$ cat config.mk
export PLATFORM = sky130hd
export DESIGN_NAME = blood_bank_matcher_flat
export DESIGN_NICKNAME = d
export VERILOG_FILES = /design/src/rtl/blood_bank_pkg.sv /design/src/rtl/blood_bank_matcher_if.sv /design/src/rtl/blood_compat.sv /design/src/rtl/blood_bank_matcher.sv /design/src/flat_wrapper.sv
export SDC_FILE = /design/constraint.sdc
export NUM_CORES = 1
export LEC_CHECK = 0
export CAP_MARGIN = 25
export CORE_MARGIN = 5
export CORE_UTILIZATION = 45
export DETAILED_ROUTE_END_ITERATION = 10
export GPL_ROUTABILITY_DRIVEN = 0
export PLACE_DENSITY = 0.7
export SYNTH_ARGS = -nofsm -noshare
export SYNTH_HDL_FRONTEND = slang
export SYNTH_HIERARCHICAL = 1
export SYNTH_SLANG_ARGS = --single-unit
$ cat constraint.sdc
create_clock -name clk -period 7.2 [get_ports clk]
set_input_delay 1.8 -clock clk [delete_from_list [all_inputs] [get_ports clk]]
set_output_delay 1.8 -clock clk [all_outputs]
set_load 0.02 [all_outputs]
$ cat src/rtl/blood_bank_pkg.sv
// Shared definitions for the blood bank matcher: blood type encoding,
// FSM state encoding and scan sequencing constants.
package blood_bank_pkg;

   // ABO group occupies bits [2:1] of a blood type, Rh factor occupies bit [0]
   localparam logic [1:0] ABO_O  = 2'b00;
   localparam logic [1:0] ABO_A  = 2'b01;
   localparam logic [1:0] ABO_B  = 2'b10;
   localparam logic [1:0] ABO_AB = 2'b11;
   localparam logic       RH_NEG = 1'b0;
   localparam logic       RH_POS = 1'b1;

   localparam int NUM_TYPES = 8;
   // Step 0 checks the requested type, steps 1..SCAN_LAST walk types 7 down to 0
   localparam int SCAN_LAST = 8;
   localparam int STEP_W    = 4;

   typedef logic [2:0] bloodType_t;

   typedef enum logic [1:0] {
      IDLE = 2'd0,
      SCAN = 2'd1,
      RESP = 2'd2
   } fsmState_t;

   function automatic logic [1:0] aboOf(input bloodType_t t);
      return t[2:1];
   endfunction

   function automatic logic rhOf(input bloodType_t t);
      return t[0];
   endfunction

endpackage

$ cat src/rtl/blood_bank_matcher_if.sv
// Donation, request/response and inventory query signals of the blood bank
// matcher. The slave modport is the matcher, the master modport its user.
interface blood_bank_matcher_if
   import blood_bank_pkg::*;
#(
   parameter int CNT_W  = 4,
   parameter int STAT_W = 16
);

   logic              donValid;
   bloodType_t        donType;
   logic              donOverflow;
   logic              reqValid;
   bloodType_t        reqType;
   logic              reqReady;
   logic              respValid;
   logic              respReady;
   logic              respGrant;
   bloodType_t        respType;
   bloodType_t        stockSel;
   logic [CNT_W-1:0]  stockLevel;
   logic [STAT_W-1:0] grantCount;
   logic [STAT_W-1:0] denyCount;

   modport slave (
      input  donValid, donType, reqValid, reqType, respReady, stockSel,
      output donOverflow, reqReady, respValid, respGrant, respType,
             stockLevel, grantCount, denyCount
   );

   modport master (
      output donValid, donType, reqValid, reqType, respReady, stockSel,
      input  donOverflow, reqReady, respValid, respGrant, respType,
             stockLevel, grantCount, denyCount
   );

endinterface

$ cat src/rtl/blood_compat.sv
// Donor/recipient compatibility: the donor may not carry an antigen the
// recipient lacks, and an Rh-positive donor needs an Rh-positive recipient.
module blood_compat
   import blood_bank_pkg::*;
(
   input  bloodType_t donor,
   input  bloodType_t recipient,
   output logic       compatible
);

   logic aboOk;
   logic rhOk;

   // Pure combinational compatibility check
   always_comb begin
      aboOk      = (aboOf(donor) & ~aboOf(recipient)) == ABO_O;
      rhOk       = !((rhOf(donor) == RH_POS) && (rhOf(recipient) == RH_NEG));
      compatible = aboOk && rhOk;
   end

endmodule

$ cat src/rtl/blood_bank_matcher.sv
// Blood bank matcher: keeps a per-type unit inventory fed by donations and
// serves one recipient request at a time by scanning candidate donor types,
// one per cycle, issuing the first compatible type that has stock.
// Optional feature: define BLOOD_BANK_STATS_EN to build the saturating
// grant/deny statistics counters; otherwise both outputs are tied to zero.
module blood_bank_matcher
   import blood_bank_pkg::*;
#(
   parameter int CNT_W  = 4,
   parameter int STAT_W = 16
)(
   input logic                clk,
   input logic                rst_n,
   blood_bank_matcher_if.slave bus
);

   fsmState_t          state;
   fsmState_t          nextState;
   bloodType_t         reqLatched;
   bloodType_t         candType;
   logic [STEP_W-1:0]  step;
   logic [CNT_W-1:0]   count [NUM_TYPES];
   logic               candCompat;
   logic               candStocked;
   logic               scanHit;
   logic               scanDone;
   logic [NUM_TYPES-1:0] incVec;
   logic [NUM_TYPES-1:0] decVec;
   logic [NUM_TYPES-1:0] satVec;
   logic               overflowNext;
   logic               donOverflowQ;
   logic               respGrantQ;
   bloodType_t         respTypeQ;
   logic               reqReadyC;
   logic               respValidC;

   // Candidate under test this cycle and whether it can be issued
   always_comb begin
      candType    = (step == '0) ? reqLatched : 3'(SCAN_LAST - int'(step));
      candStocked = count[candType] != '0;
      scanHit     = (state == SCAN) && candCompat && candStocked;
      scanDone    = step == STEP_W'(SCAN_LAST);
   end

   blood_compat u_compat (
      .donor      (candType),
      .recipient  (reqLatched),
      .compatible (candCompat)
   );

   // FSM state register
   always_ff @(posedge clk) begin
      // NOTE: sequential state uses non-blocking assignments so every register
      // samples pre-edge values regardless of process ordering.
      if (!rst_n) state <= IDLE;
      else        state <= nextState;
   end

   // FSM next-state logic
   always_comb begin
      // NOTE: default assignment first so no path leaves nextState unassigned,
      // which would otherwise infer a latch.
      nextState = state;
      unique case (state)
         IDLE: if (bus.reqValid)            nextState = SCAN;
         SCAN: if (scanHit || scanDone)     nextState = RESP;
         RESP: if (bus.respReady)           nextState = IDLE;
         default:                           nextState = IDLE;
      endcase
   end

   // FSM outputs decoded from the current state
   always_comb begin
      reqReadyC  = state == IDLE;
      respValidC = state == RESP;
   end

   // Request latch, scan step counter and registered response fields
   always_ff @(posedge clk) begin
      if (!rst_n) begin
         reqLatched <= '0;
         step       <= '0;
         respGrantQ <= 1'b0;
         respTypeQ  <= '0;
      end else begin
         case (state)
            IDLE: begin
               if (bus.reqValid) begin
                  reqLatched <= bus.reqType;
                  step       <= '0;
               end
            end
            SCAN: begin
               if (scanHit) begin
                  respGrantQ <= 1'b1;
                  respTypeQ  <= candType;
               end else if (scanDone) begin
                  respGrantQ <= 1'b0;
                  respTypeQ  <= '0;
               end else begin
                  step <= step + STEP_W'(1);
               end
            end
            default: ;
         endcase
      end
   end

   // Per-type increment/decrement requests and saturation flags
   always_comb begin
      incVec       = '0;
      decVec       = '0;
      satVec       = '0;
      overflowNext = 1'b0;
      for (int i = 0; i < NUM_TYPES; i++) begin
         incVec[i] = bus.donValid && (bus.donType == 3'(i));
         decVec[i] = scanHit && (candType == 3'(i));
         satVec[i] = count[i] == '1;
      end
      // A simultaneous grant on the same type absorbs the donation
      overflowNext = |(incVec & ~decVec & satVec);
   end

   // Inventory counters and the overflow pulse
   always_ff @(posedge clk) begin
      if (!rst_n) begin
         // NOTE: the stock array is reset element by element because a reset
         // must leave the bank empty; this keeps it in flops, not RAM.
         for (int i = 0; i < NUM_TYPES; i++) count[i] <= '0;
         donOverflowQ <= 1'b0;
      end else begin
         donOverflowQ <= overflowNext;
         for (int i = 0; i < NUM_TYPES; i++) begin
            if (decVec[i] && !incVec[i])
               count[i] <= count[i] - CNT_W'(1);
            else if (incVec[i] && !decVec[i] && !satVec[i])
               count[i] <= count[i] + CNT_W'(1);
         end
      end
   end

`ifdef BLOOD_BANK_STATS_EN
   logic [STAT_W-1:0] grantCountQ;
   logic [STAT_W-1:0] denyCountQ;
   logic              enterResp;

   assign enterResp = (state == SCAN) && (nextState == RESP);

   // Saturating grant/deny tallies bumped as each response is formed
   always_ff @(posedge clk) begin
      if (!rst_n) begin
         grantCountQ <= '0;
         denyCountQ  <= '0;
      end else if (enterResp) begin
         if (scanHit) begin
            if (grantCountQ != '1) grantCountQ <= grantCountQ + STAT_W'(1);
         end else begin
            if (denyCountQ != '1)  denyCountQ  <= denyCountQ + STAT_W'(1);
         end
      end
   end

   assign bus.grantCount = grantCountQ;
   assign bus.denyCount  = denyCountQ;
`else
   assign bus.grantCount = {STAT_W{1'b0}};
   assign bus.denyCount  = {STAT_W{1'b0}};
`endif

   assign bus.reqReady    = reqReadyC;
   assign bus.respValid   = respValidC;
   assign bus.respGrant   = respGrantQ;
   assign bus.respType    = respTypeQ;
   assign bus.donOverflow = donOverflowQ;
   assign bus.stockLevel  = count[bus.stockSel];

endmodule

$ cat src/flat_wrapper.sv
// flat-port wrapper written by rule: the top's interface ports become plain ports
module blood_bank_matcher_flat import blood_bank_pkg::*;
#(
   parameter int CNT_W  = 4,
   parameter int STAT_W = 16
)
  (clk, rst_n, bus_donValid, bus_donType, bus_reqValid, bus_reqType, bus_respReady, bus_stockSel, bus_donOverflow, bus_reqReady, bus_respValid, bus_respGrant, bus_respType, bus_stockLevel, bus_grantCount, bus_denyCount);
  blood_bank_matcher_if #(.CNT_W(CNT_W), .STAT_W(STAT_W)) bus_i ();
  input logic clk;
  input logic rst_n;
  input wire logic [$bits(bus_i.donValid)-1:0] bus_donValid;
  input wire logic [$bits(bus_i.donType)-1:0] bus_donType;
  input wire logic [$bits(bus_i.reqValid)-1:0] bus_reqValid;
  input wire logic [$bits(bus_i.reqType)-1:0] bus_reqType;
  input wire logic [$bits(bus_i.respReady)-1:0] bus_respReady;
  input wire logic [$bits(bus_i.stockSel)-1:0] bus_stockSel;
  output wire logic [$bits(bus_i.donOverflow)-1:0] bus_donOverflow;
  output wire logic [$bits(bus_i.reqReady)-1:0] bus_reqReady;
  output wire logic [$bits(bus_i.respValid)-1:0] bus_respValid;
  output wire logic [$bits(bus_i.respGrant)-1:0] bus_respGrant;
  output wire logic [$bits(bus_i.respType)-1:0] bus_respType;
  output wire logic [$bits(bus_i.stockLevel)-1:0] bus_stockLevel;
  output wire logic [$bits(bus_i.grantCount)-1:0] bus_grantCount;
  output wire logic [$bits(bus_i.denyCount)-1:0] bus_denyCount;
  assign bus_i.donValid = bus_donValid;
  assign bus_i.donType = bus_donType;
  assign bus_i.reqValid = bus_reqValid;
  assign bus_i.reqType = bus_reqType;
  assign bus_i.respReady = bus_respReady;
  assign bus_i.stockSel = bus_stockSel;
  assign bus_donOverflow = bus_i.donOverflow;
  assign bus_reqReady = bus_i.reqReady;
  assign bus_respValid = bus_i.respValid;
  assign bus_respGrant = bus_i.respGrant;
  assign bus_respType = bus_i.respType;
  assign bus_stockLevel = bus_i.stockLevel;
  assign bus_grantCount = bus_i.grantCount;
  assign bus_denyCount = bus_i.denyCount;
  blood_bank_matcher #(.CNT_W(CNT_W), .STAT_W(STAT_W)) u_core (.clk(clk), .rst_n(rst_n), .bus(bus_i));
endmodule
==> results.md <==
Status:
- The run finished with clean final reports.

Layout:
- The antenna diode instance count is 0.
- The share of the core filled with cells is 48.83%.
- The area added between synthesis and finish is 7.291%.
- The share of post-route cells with drive strength above 1 is 10.48%.
- The number of nets in the layout is 458.

Setup path:
- The worst setup path is captured at an output port.
- In this run the worst path has a maximum fanout of 8.
- The required arrival time at the worst endpoint is 5.40 ns.
- The path type of the worst setup path is primary input to output port.
- The dominant cell type by count on the critical path is sky130_fd_sc_hd__clkdlybuf4s50_1.
- Data arrives at the worst endpoint at 3.94 ns.
- On the worst path, the slowest cell contributes a delay of 0.73 ns.
- The signal on the critical path passes through clkdlybuf4s50_1 > mux4_2 > mux2_2 > clkdlybuf4s50_1.
- On the critical path the largest part of the delay comes from buffers and inverters.
- The slowest stage of the critical path is the sky130_fd_sc_hd__clkdlybuf4s50_1 cell.
- The number of buffers and inverters on the critical path is 2.
- The startpoint class of the critical path is a primary input.

Power:
- Dividing total power by cell area gives a power density of 173.2 nW/um^2.
- Net switching is 34.68% of the power.
- The design draws 0.7302 mW.
- The combinational fraction of design power is 30.7%.
- For this design the total switching power over the nets is 0.2533 mW.
- The cell-internal power is 0.4770 mW.
- The clock network is responsible for 23.1% of the overall power.
- In this run the static leakage power is 1.591 nW.
- Sequential cells burn 46.2% of the power.
- IR analysis of the VDD net gives a maximum drop of 0.09648 mV.

Clocking:
- No sink is reached through more buffers than the 2 on the longest clock path.
- For this design, the sink count on the clock tree is 46.
- The post-cts gate resize count is 0.
- After clock tree synthesis, the clock-pin slew on the worst setup and hold paths is 0.08 ns.
- In this run, post-CTS hold repair placed 0 buffers.
- The CTS root buffer is sky130_fd_sc_hd__clkbuf_8.
- The H-tree was split into 2 levels.
- The total clock buffers created by CTS is 5.
- The clock latency of the later-clocked register in the worst-skew pair is 0.30 ns.
- The clock tree from TritonCTS is built.
- After clock tree synthesis, the setup repair step added 0 buffers.

STA:
- The worst clock skew is 0.009214 ns.
- Setup violations remaining at the end of the flow were counted as 0.
- The sum of negative setup slack is 0 ns.
- The clock period minus worst slack is 5.741 ns.
- In the finished design, the share of the clock period the worst path needs comes to 79.73%.
- Headroom to the max-slew limit came out at 47.49%.
- Static timing analysis puts the maximum clock frequency at 174.2 MHz.
- The final-report max-slew violation count is 0.
- Setup repair after global routing left no endpoint under its margin.
- The final-layout worst hold slack is 0.4906 ns.
- At the pin with the least slew margin, the transition time is 0.7829 ns.
- The final hold violation count came to 0.

GRT:
- The first global-routing pass estimated 14.85 mm of wire.
- Entering global routing, the biggest net connects 33 pins.
- The via count of the first global-routing pass is 3,004.
- After global routing the overflow that remains totals 0.
- The number of antenna violations at the first check in global routing came to 0.
- Across every metal layer, demand over resource in global routing totals 17.57%.

Place:
- Port buffering added 24 buffers.
- The wire-length estimate of the detail-placed layout is 7.087 mm.

Route:
- The number of DRC markers in iteration 0 is 204.
- Using the TritonRoute via totals, the vias-per-cell ratio works out to 6.002.
- Before antenna repair, the detailed router went through 5 iterations.
- The per-cell routed wire length is 17.50 um.
- The routed design has 9.238 mm of wire.
- Summing over every cut layer, the via total after detailed routing is 3,169.
- The post-detailed-route DRC marker count is 0.
- The number of antenna-violating nets in the routed design is 0.

Logic synthesis:
- The count of flip-flops with a built-in enable after synthesis is 32.
- The post-synthesis average cell area is 9.752 um^2.
- Synthesis instantiated 69 different standard cells from the library.
- In the synthesized netlist the dominant register cell turns out to be sky130_fd_sc_hd__edfxtp_1.
- The Yosys step of the flow raised 6 warnings.
- The proportion of synthesized chip area in sequential cells is 31.58%.
- Synthesis produced 403 cells.
- Summing every instance area after synthesis gives 3930 um^2.
- Synthesis inferred 46 register bits.
- The async set-reset flop share out of synthesis is 0%.

Floorplanning:
- The floorplan step defined a die boundary enclosing 10,700 um^2.
- The initial cell density of the core is 45.51%.
- The die span in x is 103.5 um.
- For this design the top-level I/O count stands at 57.
- The floorplan step set the die height to 103.5 um.
- The floorplan step defined a core boundary enclosing 8636 um^2.
- Row generation in the floorplan step produced 34 rows.

Worst hold path:
- The classification of the worst-slack hold path is flop to flop.

Job:
- The count of max-cap constraint violations is 0.
==> cells in the mapped netlist, types with 3 or more instances <==
library cell               number  area (um^2)
sky130_fd_sc_hd__a211oi_1       3        22.52
sky130_fd_sc_hd__a21o_1         8        60.06
sky130_fd_sc_hd__a21oi_1       12        60.06
sky130_fd_sc_hd__a31oi_1        4        25.02
sky130_fd_sc_hd__and2_1         4        25.02
sky130_fd_sc_hd__and3_1         7        43.79
sky130_fd_sc_hd__buf_4         33        247.7
sky130_fd_sc_hd__clkbuf_1      12        45.04
sky130_fd_sc_hd__dfxtp_1       14        280.3
sky130_fd_sc_hd__edfxtp_1      32        960.9
sky130_fd_sc_hd__fa_1           7        140.1
sky130_fd_sc_hd__ha_1          18        225.2
sky130_fd_sc_hd__inv_1         12        45.04
sky130_fd_sc_hd__mux2_2         8        90.09
sky130_fd_sc_hd__mux2i_1        8        80.08
sky130_fd_sc_hd__mux4_2        11        247.7
sky130_fd_sc_hd__nand2_1       24        90.09
sky130_fd_sc_hd__nand2b_1       5        31.28
sky130_fd_sc_hd__nand3_1        6        30.03
sky130_fd_sc_hd__nand3b_1       3        22.52
sky130_fd_sc_hd__nand4_1       13        81.33
sky130_fd_sc_hd__nand4b_1       3        26.28
sky130_fd_sc_hd__nor2_1        39        146.4
sky130_fd_sc_hd__nor2b_1        9        56.30
sky130_fd_sc_hd__nor3_1        10        50.05
sky130_fd_sc_hd__nor3b_1        3        22.52
sky130_fd_sc_hd__nor4_1         6        37.54
sky130_fd_sc_hd__o211ai_1       5        37.54
sky130_fd_sc_hd__o21a_1         6        45.04
sky130_fd_sc_hd__o21ai_0       10        50.05
sky130_fd_sc_hd__o31ai_1        3        22.52
sky130_fd_sc_hd__or3_1          7        43.79
sky130_fd_sc_hd__xnor2_1        9        78.83
sky130_fd_sc_hd__xor2_1         7        61.31
==> logic make-up after synthesis <==
family | count (synthesis) | share of synthesized area [%]
XOR/XNOR | 16 | 3.566
adder cells (fa/ha/maj) | 25 | 9.296
other | 1 | 0.09542
AO/OA/AOI/OAI | 75 | 14.04
buffers and inverters | 61 | 9.169
flip-flops | 46 | 31.58
AND/OR/NAND/NOR | 150 | 20.47
multiplexers | 29 | 11.78
==> worst min-delay path, cell delays in order, from the launching register on <==
cell and delay, ns:
sky130_fd_sc_hd__dfxtp_1 0.32, sky130_fd_sc_hd__o21ai_0 0.07, sky130_fd_sc_hd__a21oi_1 0.06
==> power by group through the flow <==
stage | clock (mW) | sequential, mW | combinational (mW)
floorplan | 0 | 0.331 | 0.188
global placement | 0 | 0.342 | 0.215
detailed placement | 0 | 0.343 | 0.220
CTS | 0.176 | 0.337 | 0.222
global route | 0.184 | 0.340 | 0.245
finish | 0.168 | 0.338 | 0.224
==> stage by stage <==
| stage | worst slack [ns] | cell area [um^2] | instances |
|---|---|---|---|
| after detailed placement | 1.439 | 4125 | 520 |
| after global placement | 1.471 | 4125 | 520 |
| final | 1.459 | 4217 | 528 |
| after floorplan | 2.376 | 4046 | 434 |
| after CTS | 1.439 | 4217 | 528 |
| after global routing | 1.393 | 4217 | 528 |
==> final timing paths <==
kind	from	endpoint	slack, ns	cells past startpoint
setup reg to reg	u_core/step[0]	u_core/count[0][3]	2.16	17
setup / recovery	bus_stockSel[0]	bus_stockLevel[3]	1.46	4
hold / removal	u_core/bus.respGrant	u_core/bus.respGrant	0.49	2
hold reg to reg	u_core/bus.respGrant	u_core/bus.respGrant	0.49	2
==> routing by layer <==
layer | vias to the layer above | GRT usage, % | part of all wire [%]
li1 | 1479 | - | -
met1 | 1535 | 23.73 | 45
met2 | 139 | 28.68 | 47
met3 | 16 | 3.219 | 7.2
met4 | 0 | 5.378 | 1.4
met5 | - | 0 | 0
==> state kept, by name (all words and copies together) (netlist names) <==
signal                  flops
u_core/count               32
u_core/step                 4
u_core/bus.respGrant        1
u_core/bus.respType         3
u_core/state                2
u_core/bus.donOverflow      1
u_core/reqLatched           3
==> cells in the final DEF (no fill, tap or decap), types with 9 or more instances in the layout <==
master	Yosys	layout
sky130_fd_sc_hd__nor3_1	10	10
sky130_fd_sc_hd__conb_1	1	32
sky130_fd_sc_hd__nor2b_1	9	9
sky130_fd_sc_hd__mux4_2	11	11
sky130_fd_sc_hd__xnor2_1	9	9
sky130_fd_sc_hd__nand2_1	24	24
sky130_fd_sc_hd__o21ai_0	10	10
sky130_fd_sc_hd__dfxtp_1	14	14
sky130_fd_sc_hd__ha_1	18	18
sky130_fd_sc_hd__edfxtp_1	32	32
sky130_fd_sc_hd__a21oi_1	12	12
sky130_fd_sc_hd__clkdlybuf4s50_1	0	24
sky130_fd_sc_hd__inv_1	12	12
sky130_fd_sc_hd__nand4_1	13	13
sky130_fd_sc_hd__nor2_1	39	39
==> final cells by class <==
type,count,area [um^2]
Fill cell,804,4419
Multi-Input combinational cell,327,2445
Sequential cell,46,1241
Timing Repair Buffer,26,255.2
Tap cell,108,135.1
Clock buffer,7,86.33
Inverter,13,48.80
Clock inverter,1,5.005
(Power assumes the default switching activity.)
